===== src/rtl/jtag_mem_pkg.sv =====
// Shared types and constants for the JTAG-to-memory bridge.
package jtag_mem_pkg;

    localparam int DEF_AW = 8;
    localparam int DEF_DW = 16;

    localparam logic [15:0] TIMEOUT_RDATA = 16'hDEAD;

    typedef enum logic [1:0] {
        IDLE,
        ACCESS,
        HOLD,
        WAIT_REL
    } state_t;

endpackage


===== src/rtl/sync_2ff.sv =====
// Two-flop single-bit synchroniser, asynchronous active-low reset to 0.
module sync_2ff (
    input  logic clk,
    input  logic jtag_rst_n,
    input  logic d,
    output logic q
);

    logic meta;

    always_ff @(posedge clk or negedge jtag_rst_n) begin
        if (!jtag_rst_n) begin
            meta <= 1'b0;
            q    <= 1'b0;
        end else begin
            meta <= d;
            q    <= meta;
        end
    end

endmodule


===== src/rtl/jtag_mem_bridge.sv =====
// Bridges tck-domain sel/ready level handshake to an acknowledged memory port in clk.
// Optional access timeout with sticky err output: define JTAG_MEM_TIMEOUT_EN.
module jtag_mem_bridge
    import jtag_mem_pkg::*;
#(
    parameter int AW              = DEF_AW,
    parameter int DW              = DEF_DW,
    parameter int MIN_BUSY_CYCLES = 8,
    parameter int TIMEOUT_CYCLES  = 255
) (
    input  logic          clk,
    input  logic          jtag_rst_n,
    input  logic          sel,
    input  logic          we,
    input  logic [AW-1:0] addr,
    input  logic [DW-1:0] wdata,
    output logic          ready,
    output logic [DW-1:0] rdata,
    output logic          mem_cs,
    output logic          mem_we,
    output logic [AW-1:0] mem_addr,
    output logic [DW-1:0] mem_wdata,
    input  logic [DW-1:0] mem_rdata,
    input  logic          mem_ack
`ifdef JTAG_MEM_TIMEOUT_EN
    ,
    output logic          err
`endif
);

    localparam int BCW = $clog2(MIN_BUSY_CYCLES + 1);
    localparam logic [BCW-1:0] BUSY_LAST = BCW'(MIN_BUSY_CYCLES - 1);

    state_t         state, state_next;
    logic           sel_s, sel_d, sel_rise;
    logic [BCW-1:0] busy_cnt;
    logic           do_capture, do_complete, do_timeout, do_release;

    sync_2ff u_sel_sync (
        .clk        (clk),
        .jtag_rst_n (jtag_rst_n),
        .d          (sel),
        .q          (sel_s)
    );

    assign sel_rise = sel_s & ~sel_d;

`ifdef JTAG_MEM_TIMEOUT_EN
    localparam int TCW = $clog2(TIMEOUT_CYCLES + 1);
    localparam logic [TCW-1:0] TO_LAST = TCW'(TIMEOUT_CYCLES - 1);

    logic [TCW-1:0] to_cnt;

    always_ff @(posedge clk or negedge jtag_rst_n) begin
        if (!jtag_rst_n) begin
            to_cnt <= '0;
            err    <= 1'b0;
        end else begin
            if (do_capture) begin
                to_cnt <= '0;
                err    <= 1'b0;
            end else if (state == ACCESS && to_cnt != '1) begin
                to_cnt <= to_cnt + 1'b1;
            end
            if (do_timeout)
                err <= 1'b1;
        end
    end
`endif

    always_ff @(posedge clk or negedge jtag_rst_n) begin
        if (!jtag_rst_n)
            state <= IDLE;
        else
            state <= state_next;
    end

    always_comb begin
        state_next  = state;
        do_capture  = 1'b0;
        do_complete = 1'b0;
        do_timeout  = 1'b0;
        do_release  = 1'b0;
        case (state)
            IDLE: begin
                if (sel_rise) begin
                    do_capture = 1'b1;
                    state_next = ACCESS;
                end
            end
            ACCESS: begin
                if (mem_ack) begin
                    do_complete = 1'b1;
                    state_next  = HOLD;
                end
`ifdef JTAG_MEM_TIMEOUT_EN
                else if (to_cnt == TO_LAST) begin
                    do_timeout = 1'b1;
                    state_next = HOLD;
                end
`endif
            end
            HOLD: begin
                if (busy_cnt >= BUSY_LAST) begin
                    do_release = 1'b1;
                    state_next = WAIT_REL;
                end
            end
            WAIT_REL: begin
                // Re-arm only once sel is seen low, so a held sel cannot retrigger.
                if (!sel_s)
                    state_next = IDLE;
            end
            default: state_next = IDLE;
        endcase
    end

    always_ff @(posedge clk or negedge jtag_rst_n) begin
        if (!jtag_rst_n) begin
            sel_d     <= 1'b0;
            ready     <= 1'b1;
            rdata     <= '0;
            mem_cs    <= 1'b0;
            mem_we    <= 1'b0;
            mem_addr  <= '0;
            mem_wdata <= '0;
            busy_cnt  <= '0;
        end else begin
            sel_d <= sel_s;
            if ((state == ACCESS || state == HOLD) && busy_cnt != '1)
                busy_cnt <= busy_cnt + 1'b1;
            if (do_capture) begin
                mem_addr  <= addr;
                mem_we    <= we;
                mem_wdata <= wdata;
                mem_cs    <= 1'b1;
                ready     <= 1'b0;
                busy_cnt  <= '0;
            end
            if (do_complete) begin
                mem_cs <= 1'b0;
                if (!mem_we)
                    rdata <= mem_rdata;
            end
            if (do_timeout) begin
                mem_cs <= 1'b0;
                if (!mem_we)
                    rdata <= DW'(TIMEOUT_RDATA);
            end
            if (do_release)
                ready <= 1'b1;
        end
    end

endmodule


===== config.mk =====
export PLATFORM = sky130hd
export DESIGN_NAME = jtag_mem_bridge
export DESIGN_NICKNAME = d
export VERILOG_FILES = /design/src/rtl/jtag_mem_pkg.sv /design/src/rtl/sync_2ff.sv /design/src/rtl/jtag_mem_bridge.sv
export SDC_FILE = /design/constraint.sdc
export NUM_CORES = 1
export LEC_CHECK = 0
export BUFFER_PORTS_ARGS = -buffer_cell sky130_fd_sc_hd__buf_4
export CAP_MARGIN = 5
export CORE_AREA = 10 10 66 95
export CTS_CLUSTER_SIZE = 8
export DETAILED_ROUTE_END_ITERATION = 16
export DIE_AREA = 0 0 76 105
export GPL_ROUTABILITY_DRIVEN = 0
export HOLD_SLACK_MARGIN = 0.1
export PLACE_DENSITY = 0.8
export SKIP_LAST_GASP = 1
export SYNTH_ARGS = -nofsm -noshare
export SYNTH_HDL_FRONTEND = slang
export SYNTH_HIERARCHICAL = 1
export SYNTH_SLANG_ARGS = --single-unit

===== constraint.sdc =====
create_clock -name clk -period 1.95 [get_ports clk]
set_input_delay 0.195 -clock clk [delete_from_list [all_inputs] [get_ports clk]]
set_output_delay 0.195 -clock clk [all_outputs]
set_load 0.02 [all_outputs]

Yosys cells after proc, flatten, opt, wreduce, memory -nomap -nowiden
Cells that the tools add are included.
- register bits: 52
- input port bits: 45
- output and inout port bits: 43
- word-level logic and storage cells: 49
- add/subtract/negate cells: 1
- magnitude comparators: 1
- equality and inequality tests: 8
- multiplexer cells: 17
- bitwise operators: 3
- reductions and logical operators: 8
- operators by type and width (kind ; number):
    two-way mux 1 bit ; 10
    two-way mux 2 bit ; 4
    two-way mux 4 bit ; 2
    inequality test 2 bit (second input constant) ; 4
    one-hot mux 2 bit (4 select lines) ; 1
    nonzero test 2 bit ; 3
    adder 4 x 1 -> 4 bit (second input constant) ; 1
    equality test 2 bit (second input constant) ; 2
    greater-or-equal comparator 4 x 3 -> 1 bit (second input constant) ; 1
    inequality test 4 bit (second input constant) ; 1
    AND reduction 4 bit ; 1
    equality test 2 x 1 -> 1 bit (second input constant) ; 1
    zero test 2 bit ; 1
    inverter 1 bit ; 2
    AND reduction 2 bit ; 1
    AND 1 bit ; 1
    logical AND 1 bit ; 1
    logical OR 1 bit ; 1

Depth between registers and ports, before layout
- depth after elaboration: 6
- depth in mapped cells: 6
- gate-level depth less buffers: 5

Hierarchy
Netlist, hierarchy kept.
- by module, submodules not included (module ; times used ; cells an instance ; area each (um2) ; seq. area each (um2)):
    jtag_mem_bridge ; 1 ; 133 ; 2019.4 ; 1252.5
    sync_2ff ; 1 ; 2 ; 50.0 ; 50.0

Worst setup path before layout
OpenSTA, ideal clock, no wires.
- path type: reg2reg
- start: register state[0]
- end: register mem_addr[0]
- arrival time: 1.411 ns
- path slack: 0.414 ns
- stages on the path, launching flop included: 6
- buffers on the path: 1
- clock period less this slack: 1.536 ns
- path through: dfrtp_1 inv_1 ha_1 nor3b_4 buf_6 mux2_2
- cells in the longest elaborated chain, start to end: 2
- RTL lines (item ; RTL line ; text):
    start, declared ; jtag_mem_bridge.sv:34 ; state_t state, state_next;
    start signal, assigned ; jtag_mem_bridge.sv:75 ; state <= state_next;
    zero test 2 bit ; jtag_mem_bridge.sv:84 ; case (state)
    two-way mux 1 bit ; jtag_mem_bridge.sv:84 ;
    end signal, assigned ; jtag_mem_bridge.sv:133 ; mem_addr <= addr;
    end, declared ; jtag_mem_bridge.sv:21 ; output logic [AW-1:0] mem_addr,
No other way between the ends.
A chain may end at the register's enable or synchronous reset.

Worst setup path after layout
- start: register state[0]
- end: register mem_wdata[15]
- cells in the longest elaborated chain, start to end: 2
- RTL lines (item ; RTL line ; text):
    zero test 2 bit ; jtag_mem_bridge.sv:84 ;
    two-way mux 1 bit ; jtag_mem_bridge.sv:84 ;
    end signal, assigned ; jtag_mem_bridge.sv:135 ; mem_wdata <= wdata;
    end, declared ; jtag_mem_bridge.sv:22 ; output logic [DW-1:0] mem_wdata,
No other way between the ends.

==> results.cfg <==
[status]
outcome = finished, final reports clean

[finish]
finalNetCount = 280
most_frequent_cells_in_the_layout = sky130_fd_sc_hd__buf_4 (88), sky130_fd_sc_hd__dfrtp_1 (51), sky130_fd_sc_hd__mux2_2 (41)
insertedDiodeCount = 0
most_common_library_cell_in_the_layout_ignoring_fill_and_taps = sky130_fd_sc_hd__buf_4
syn2layout_area_growth_pct = 40.7
ratio_of_cells_with_drive_above_1_in_the_final_layout = 0.602
final_design_area_no_fill_sq_um = 2910
fillers = 364

[power_and_ir_drop]
vdd_ir_drop_max_v = 0.000921
static_leakage_nw = 1.44
cellPowerDensity_nw_per_um2 = 1690

[drt]
routed_wl_um = 4740
vias_per_std_cell = 4.85
drt_iter0_markers = 62
detail_route.drc_violations = 0
initial_drt_pass_iterations = 3
detailroute.via_count = 1431
postRouteAntennaNets = 0
routed_wire_length_per_instance_um = 16.1

[clocking]
clk-insertion-delay-late_ns = 0.30
clk_pin_slew_worst_paths_ns = 0.09
cts_buffers = 5
cts_tree = done
cts-htree-levels = 2
ctsLongestPathBuffers = 2
cts_num_sinks = 52
post_cts_buffers = 0
cts_root_buffer = sky130_fd_sc_hd__clkbuf_8

[timing]
period_share = 0.832
finClkSkew_ns = 0.00464
finalSetupTns_ns = 0
count_of_final_max_slew_check_failures = 0
final-hold-violation-count = 0
finalHoldWorstSlack_ns = 0.113
timing.max_slew.rel_slack = 0.572
timing.fmax_mhz = 617
min_period_ns = 1.62
worst_margin_pin_slew_ns = 0.641
unrepaired_setup_endpoints_after_global_routing = no
report.final.setup_viol = 0

[critical_path]
worstPathCellList = inv_1 > ha_1 > nor3b_4 > buf_4 > mux2_2
r2r_slack_ns = 0.33
critical-path-top-delay-family = flip-flops
timing.critical_path.slowest_cell_delay_ns = 0.41
crit-reg2reg-capture = mem_wdata[15]
critical_path.max_fanout = 9
timing.critical_path.buf_inv = 2
worst_r2r_startpoint = state[0]
worstSetupEndpointType = flop
crit_arrival_ns = 1.81
worst-endpoint-required_ns = 2.14
r2r_cells = 5
timing.setup.critical_path_class = reg -> reg
startpoint_type = flop
worst_path_max_delay_cell = sky130_fd_sc_hd__dfrtp_1

[floorplan]
fp.dieArea_sq_um = 7980
row_count = 30
coreArea_sq_um = 4540
floorplan.die.height_um = 105
pin_count = 88
initial_core_util = 0.456
floorplan.die.width_um = 76

[global_routing]
residual_overflow_from_global_routing = 0
grt_start_max_net_pins = 53
via_count_of_the_first_global_routing_pass = 1597
antenna_found_initial = 0
groute.usage.overall = 0.122
grt_pass1_wl_um = 8010

[placed_design]
place_hpwl_um = 3650
cell_area_reported_after_detailed_placement_sq_um = 2790
port-buffer-count = 87

[worst_hold_path]
worstHoldPathCells = 2
timing.hold.worst.class = in -> reg
worst_hold_startpoint = addr[7]
worst_hold_path.endpoint = mem_addr[7]

[logic_synthesis]
synth_sequential_area_ratio = 0.629
syn_nets = 185
synthesis.instances = 135
mappedNetlistArea_sq_um = 2070
yosysWarnings = 6
avg_inst_size_synth_sq_um = 15.3
ys_seq_elements = 52
post_synth_num_cell_types = 21

[job]
drv.max_cap_violation_count = 0
-- cell type report --
class,count,area (sq um),area share
Multi-Input combinational cell,73,706,0.242
Tap cell,64,80.1,0.0275
Sequential cell,52,1300,0.447
Timing Repair Buffer,92,711,0.244
Clock buffer,8,90.1,0.0309
Inverter,6,22.5,0.00774
-- power by group --
| part | switching [mW] | internal (mW) |
|---|---|---|
| registers | 0.286 | 1.61 |
| logic | 1.21 | 1.20 |
| clock network | 0.335 | 0.290 |
-- flip-flops by register name (all words and copies together) (netlist names) --
register and flops:
busy_cnt 4, mem_addr 8, mem_cs 1, mem_wdata 16
mem_we 1, rdata 16, ready 1, sel_d 1
state 2, u_sel_sync/meta 1, u_sel_sync/q 1
-- cells in the mapped netlist (all sizes together) --
cell,count,share of area
dfrtp,51,0.62
mux2,42,0.23
inv,6,0.011
ha,5,0.030
a21oi,4,0.0097
buf,4,0.019
nand3,4,0.0097
nor2,4,0.0073
nand2,3,0.0054
a22oi,2,0.0073
xor2,2,0.0085
and3,1,0.0030
and4b,1,0.0048
dfstp,1,0.013
nand3b,1,0.0097
nor3,1,0.0024
nor3b,1,0.0091
o21ai,1,0.0024
o22ai,1,0.0030
-- cells by family (layout without fill, tap and decap cells) --
kind of cell / Yosys count / in the layout / synth area share
muxes: 42 / 42 / 0.229
adders and majority gates: 5 / 5 / 0.0302
and+or+nand+nor: 16 / 16 / 0.0514
DFF: 52 / 52 / 0.629
buffers and inverters: 10 / 106 / 0.0296
xor gates and xnor gates: 2 / 2 / 0.00847
AOI/OAI and AO/OA: 8 / 8 / 0.0224
-- worst reg2reg max path, cell delays in order (launching register included) --
cell and delay [ns]:
sky130_fd_sc_hd__dfrtp_1 0.41, sky130_fd_sc_hd__inv_1 0.11, sky130_fd_sc_hd__ha_1 0.19, sky130_fd_sc_hd__nor3b_4 0.25, sky130_fd_sc_hd__buf_4 0.22, sky130_fd_sc_hd__mux2_2 0.35
-- worst max path at each step --
stage,cells past startpoint,slack [ns],end,start
after floorplan,5,0.41,mem_addr[0],state[0]
after global placement,5,0.39,mem_wdata[15],state[0]
after detailed placement,5,0.34,mem_wdata[15],state[0]
after CTS,5,0.32,mem_wdata[15],state[1]
after global routing,5,0.22,mem_we,state[1]
final,5,0.33,mem_wdata[15],state[0]
-- through the flow --
stage          std cells   util  setup slack [ns]  power [mW]
4_1_cts              295  0.641             0.320        5.01
3_5_place_dp         284  0.615             0.335        4.38
6_report             295  0.641             0.328        4.93
3_3_place_gp         284  0.615             0.386        4.29
2_1_floorplan        135      -             0.414        3.30
5_1_grt              295  0.641             0.216        5.28
-- per-layer routing --
metal	wire (um)	global-route usage	share of wire	vias up
li1	-	-	-	654
met1	1990	0.138	0.42	700
met2	2220	0.195	0.47	73
met3	471	0.0575	0.099	4
met4	60	0.0448	0.013	0
met5	0	0	0	-
-- timing repair --
item | in CTS | in global routing
gates resized for setup | 0 | 0
hold endpoints to repair | 53 | 0
hold buffers | 3 | 0
Note: power is estimated with default switching activity, not from simulation.
